[config.mk]
export PLATFORM = sky130hd
export DESIGN_NAME = lutram_bist_seq
export DESIGN_NICKNAME = d
export VERILOG_FILES = /design/src/rtl/lutram_bist_seq.sv
export SDC_FILE = /design/constraint.sdc
export NUM_CORES = 1
export LEC_CHECK = 0
export CORE_ASPECT_RATIO = 0.5
export CORE_MARGIN = 2
export CORE_UTILIZATION = 41
export CTS_CLUSTER_DIAMETER = 40
export DETAILED_ROUTE_END_ITERATION = 10
export GPL_ROUTABILITY_DRIVEN = 1
export PLACE_DENSITY = 0.68
export SLEW_MARGIN = 30
export SYNTH_ARGS = -nofsm -noshare
export SYNTH_HDL_FRONTEND = slang
export SYNTH_SLANG_ARGS = --single-unit
export TNS_END_PERCENT = 20
[constraint.sdc]
create_clock -name clk_i -period 1.9 [get_ports clk_i]
set_input_delay 0.38 -clock clk_i [delete_from_list [all_inputs] [get_ports clk_i]]
set_output_delay 0.38 -clock clk_i [all_outputs]
set_load 0.01 [all_outputs]
[src/rtl/lutram_bist_seq.sv]
// rtl/lutram_bist_seq.sv - March-style write/read BIST sequencer driving a LUTRAM executor
module lutram_bist_seq #(
    parameter int INSTR_OP_WIDTH   = 2,
    parameter int INSTR_ADDR_WIDTH = 8,
    parameter int INSTR_DATA_WIDTH = 8,
    parameter int DEPTH            = 256,
    parameter logic [INSTR_DATA_WIDTH-1:0] SEED = 8'hA5
) (
    input  logic                                                       clk_i,
    input  logic                                                       rst_ni,
    input  logic                                                       start_i,
    output logic [INSTR_OP_WIDTH+INSTR_ADDR_WIDTH+INSTR_DATA_WIDTH-1:0] instr_o,
    input  logic [INSTR_DATA_WIDTH-1:0]                                lutram_do_i,
    output logic                                                       busy_o,
    output logic                                                       done_o,
    output logic                                                       pass_o,
    output logic [INSTR_ADDR_WIDTH-1:0]                                fail_addr_o,
    output logic [INSTR_DATA_WIDTH-1:0]                                fail_data_o,
    output logic [7:0]                                                 err_count_o
);
    localparam int OW = INSTR_OP_WIDTH;
    localparam int AW = INSTR_ADDR_WIDTH;
    localparam int DW = INSTR_DATA_WIDTH;
    localparam int IW = OW + AW + DW;

    localparam logic [OW-1:0] OP_WR = {OW{1'b1}};
    localparam logic [OW-1:0] OP_RD = '0;
    localparam logic [AW-1:0] LAST  = AW'(DEPTH - 1);

    typedef enum logic [2:0] {IDLE, W0, R0, W1, R1, DONE} state_t;

    state_t        state;
    logic [AW-1:0] addr;
    logic [AW-1:0] addr_inc;
    logic [DW-1:0] expect_data;
    logic          last;
    logic          mismatch;

    function automatic logic [DW-1:0] pat(input logic [AW-1:0] a);
        return DW'(a) ^ SEED;
    endfunction

    function automatic logic [IW-1:0] wr_instr(input logic [AW-1:0] a, input logic inv);
        return {(inv ? ~pat(a) : pat(a)), a, OP_WR};
    endfunction

    function automatic logic [IW-1:0] rd_instr(input logic [AW-1:0] a);
        return {{DW{1'b0}}, a, OP_RD};
    endfunction

    assign addr_inc    = addr + 1'b1;
    assign last        = (addr == LAST);
    assign expect_data = (state == R1) ? ~pat(addr) : pat(addr);
    assign mismatch    = ((state == R0) || (state == R1)) && (lutram_do_i != expect_data);

    // instr_o is loaded with the word for the state/address being entered,
    // so the executor always sees a registered instruction.
    always_ff @(posedge clk_i or negedge rst_ni) begin
        if (!rst_ni) begin
            state       <= IDLE;
            addr        <= '0;
            instr_o     <= '0;
            busy_o      <= 1'b0;
            done_o      <= 1'b0;
            pass_o      <= 1'b0;
            fail_addr_o <= '0;
            fail_data_o <= '0;
            err_count_o <= '0;
        end else begin
            if (mismatch) begin
                if (err_count_o != 8'hFF) err_count_o <= err_count_o + 8'd1;
                if (err_count_o == 8'd0) begin
                    fail_addr_o <= addr;
                    fail_data_o <= lutram_do_i;
                end
            end
            case (state)
                IDLE, DONE: begin
                    if (start_i) begin
                        state       <= W0;
                        addr        <= '0;
                        instr_o     <= wr_instr('0, 1'b0);
                        busy_o      <= 1'b1;
                        done_o      <= 1'b0;
                        pass_o      <= 1'b0;
                        fail_addr_o <= '0;
                        fail_data_o <= '0;
                        err_count_o <= '0;
                    end
                end
                W0: begin
                    if (last) begin
                        state   <= R0;
                        addr    <= '0;
                        instr_o <= rd_instr('0);
                    end else begin
                        addr    <= addr_inc;
                        instr_o <= wr_instr(addr_inc, 1'b0);
                    end
                end
                R0: begin
                    if (last) begin
                        state   <= W1;
                        addr    <= '0;
                        instr_o <= wr_instr('0, 1'b1);
                    end else begin
                        addr    <= addr_inc;
                        instr_o <= rd_instr(addr_inc);
                    end
                end
                W1: begin
                    if (last) begin
                        state   <= R1;
                        addr    <= '0;
                        instr_o <= rd_instr('0);
                    end else begin
                        addr    <= addr_inc;
                        instr_o <= wr_instr(addr_inc, 1'b1);
                    end
                end
                R1: begin
                    if (last) begin
                        // Final read's compare result folds into the pass verdict.
                        state   <= DONE;
                        addr    <= '0;
                        instr_o <= '0;
                        busy_o  <= 1'b0;
                        done_o  <= 1'b1;
                        pass_o  <= (err_count_o == 8'd0) && !mismatch;
                    end else begin
                        addr    <= addr_inc;
                        instr_o <= rd_instr(addr_inc);
                    end
                end
                default: begin
                    state   <= IDLE;
                    addr    <= '0;
                    instr_o <= '0;
                    busy_o  <= 1'b0;
                end
            endcase
        end
    end
endmodule

==> results by group <==
Floorplan
  • Die Ht: 63.7 um
  • I/O pin count: 56
  • Rows: 21
  • Die W: 123 um
  • Die area: 7870 um2
  • Starting Density: 0.430
  • Core area: 6810 um2

Timing
  • Max_slew headroom: 0.738
  • Slew of the pin with the lowest slew margin: 393 ps
  • Final Max Slew Viols: 0
  • Fin crit share: 0.995
  • Hold WS: 481 ps
  • Fmax: 529 MHz
  • Final hold viol count: 0
  • Setup violations, final: 0
  • Tmin final: 1890 ps
  • Max Clock Skew: 4.37 ps
  • RSZ-0062 raised after global routing: true

Global routing
  • Largest net degree at the start of global routing: 46
  • Initial antenna violation count: 0
  • Vias in the first global route: 2538
  • First-pass GRT wire length: 12.8 mm
  • GR Util All Layers: 0.205
  • GR Overflow Total: 0

Logic synthesis
  • Synth area leaders: dfrtp_1 (47%), mux2i_1 (7.2%), nor2_1 (5.6%)
  • Synth Instances: 304
  • Commonest cells in the netlist: dfrtp_1 (55), nor2_1 (44), nand2_1 (24), mux2i_1 (21), o21ai_0 (21)
  • Post-synthesis async set-or-reset flop share: 1.00
  • Synthesized area: 2930 um2
  • Synth area leader: dfrtp_1
  • Unique cell type count in the Yosys netlist: 50
  • Sequential share of the synthesized area: 0.470
  • Seq cells post-synth: 55
  • Top-area cell type share of the netlist area: 0.470
  • Avg Inst Size Synth: 9.63 um2
  • Top_reg_cell synth: dfrtp_1
  • Post-synth EDFFs: 0
  • Most frequent cell after synthesis: dfrtp_1
  • YS warnings: 0
  • Post-Syn Nets: 318

Cells and area
  • Design area: 4300 um2
  • # nets final: 409
  • Non-Filler Instances: 488
  • Layout cells sized above 1: 0.247
  • Area added between synthesis and finish: 47.1%
  • Antenna diodes: 0
  • Utilization after layout: 0.632
  • Fillers: 540

Detailed routing
  • WL final: 7.91 mm
  • Via count: 2601
  • DRC violations left: 0
  • Vias/cell: 5.33
  • WL per Instance: 16.2 um
  • Post-DRT Antenna Nets: 0
  • Drt pass-1 iters: 4
  • Initial drt markers: 190

Setup path
  • CP max FO: 8
  • Crit start category: flop
  • CP Launch Point: state[0]$_DFFE_PN0P_
  • Worst Path Required: 2080 ps
  • Crit end category: flop
  • Worst R2R Start: state[0]$_DFFE_PN0P_
  • Worst Path Arrival: 2070 ps
  • Kind of critical path: reg2reg

Place
  • Placed Cells: 472
  • Number of port buffers: 55
  • Placer congestion estimate: 0.863
  • Placed cell areas: 3840 um2
  • DP HPWL: 5.45 mm

Power
  • Pwr Density: 906 nW/um2
  • Overall power: 3.90 mW
  • Static leakage: 1.90 nW
  • VDD IR max: 0.000530 V

Clocking
  • CTS tree: built
  • Clock sinks: 55
  • Worst-path clk slew: 70 ps
  • CTS root buf: clkbuf_16
  • TritonCTS buffer count: 5
  • Clk Latency, worst-skew pair: 290 ps
  • Max Root-Sink Buffers: 2
  • CTS H-tree depth: 2

Flow run
  • Max-cap viol count: 0

Min path
  • HP Start: instr_o[2]$_DFFE_PN0P_
  • HP Class: reg2reg

Status
  • Run status: finished, final reports clean
## report_power, final
part / internal, mW / switching, mW
registers: 1.32 / 0.111
clock network: 0.488 / 0.419
logic: 0.731 / 0.831
## worst paths after layout
path	endpoint	slack [ps]	cells after the start
worst max-delay path	fail_addr_o[7]$_DFF_PN0_	9	9
worst min-delay path	instr_o[2]$_DFFE_PN0P_	480	2
worst max register to register	fail_addr_o[7]$_DFF_PN0_	9	9
worst min register to register	instr_o[2]$_DFFE_PN0P_	480	2
max in group asynchronous	done_o$_DFFE_PN0P_	880	3
min in group asynchronous	fail_addr_o[0]$_DFF_PN0_	490	2
## flip-flops by register name, indices dropped and copies added (netlist names)
name / count
busy_o: 1
err_count_o: 8
addr: 8
instr_o: 17
pass_o: 1
done_o: 1
state: 3
fail_data_o: 8
fail_addr_o: 8
## metrics by stage
step	setup TNS (ps)	setup slack, ps
global route	-478	-99.9
detailed placement	-17760	-810
CTS	-158	-23.8
global placement	-15620	-720
finish	0	9.33
floorplan	-1220	-122
## layer usage
metal,GRT usage,routed length [um]
met1,0.295,3660
met2,0.331,3850
met3,0.0357,364
met4,0.0341,27
met5,0,0
## layout by cell type, fill, tap and decap left out, types with 4 or more instances in the layout
cell,synthesis,final
a21o_1,7,7
a21oi_1,5,4
a31oi_1,4,4
and2_1,6,4
buf_4,1,41
buf_6,1,6
clkbuf_16,0,5
clkdlybuf4s50_1,0,46
dfrtp_1,55,55
dlygate4sd2_1,0,8
mux2i_1,21,20
nand2_1,24,23
nand2b_1,5,4
nand3_1,5,4
nand4_1,6,6
nor2_1,44,40
nor3_1,6,4
o21ai_0,21,18
o31ai_1,5,5
xnor2_1,9,7
xor2_1,15,7
xor2_2,0,8
## worst max-delay path, stage by stage, from the launching register on
cell	delay, ps
dfrtp_1	380
or3b_4	430
buf_6	140
nor2_4	120
o2bb2ai_4	140
a211oi_4	90
buf_6	140
buf_16	140
mux2i_1	150
nor2_1	60
## kinds of logic after synthesis
group / share of synthesized area
AOI/OAI and AO/OA: 0.143
and+or+nand+nor: 0.187
DFF: 0.470
muxes: 0.0718
buffers and inverters: 0.0432
xor gates and xnor gates: 0.0718
adders and majority gates: 0.0128
## what timing repair did
item | in CTS | in global routing
pin swaps | 11 | 8
endpoints found under the setup margin | 37 | 43
gates resized for setup | 33 | 25
endpoints found under the hold margin | 10 | 0
gates cloned | 1 | 0
setup buffers | 4 | 3
hold buffers | 1 | 0
## area by class of cell
cell class              instances  area [um2]  area share
multi-input cells             223        1650       0.384
well taps                      92         115      0.0267
inverters                       3        11.3     0.00262
clock inverters                 2        12.5     0.00291
repair buffers                107        1010       0.234
clock buffers                   6         129      0.0299
flip-flops and latches         55        1380       0.320
Power figures use the tool's default switching activity.
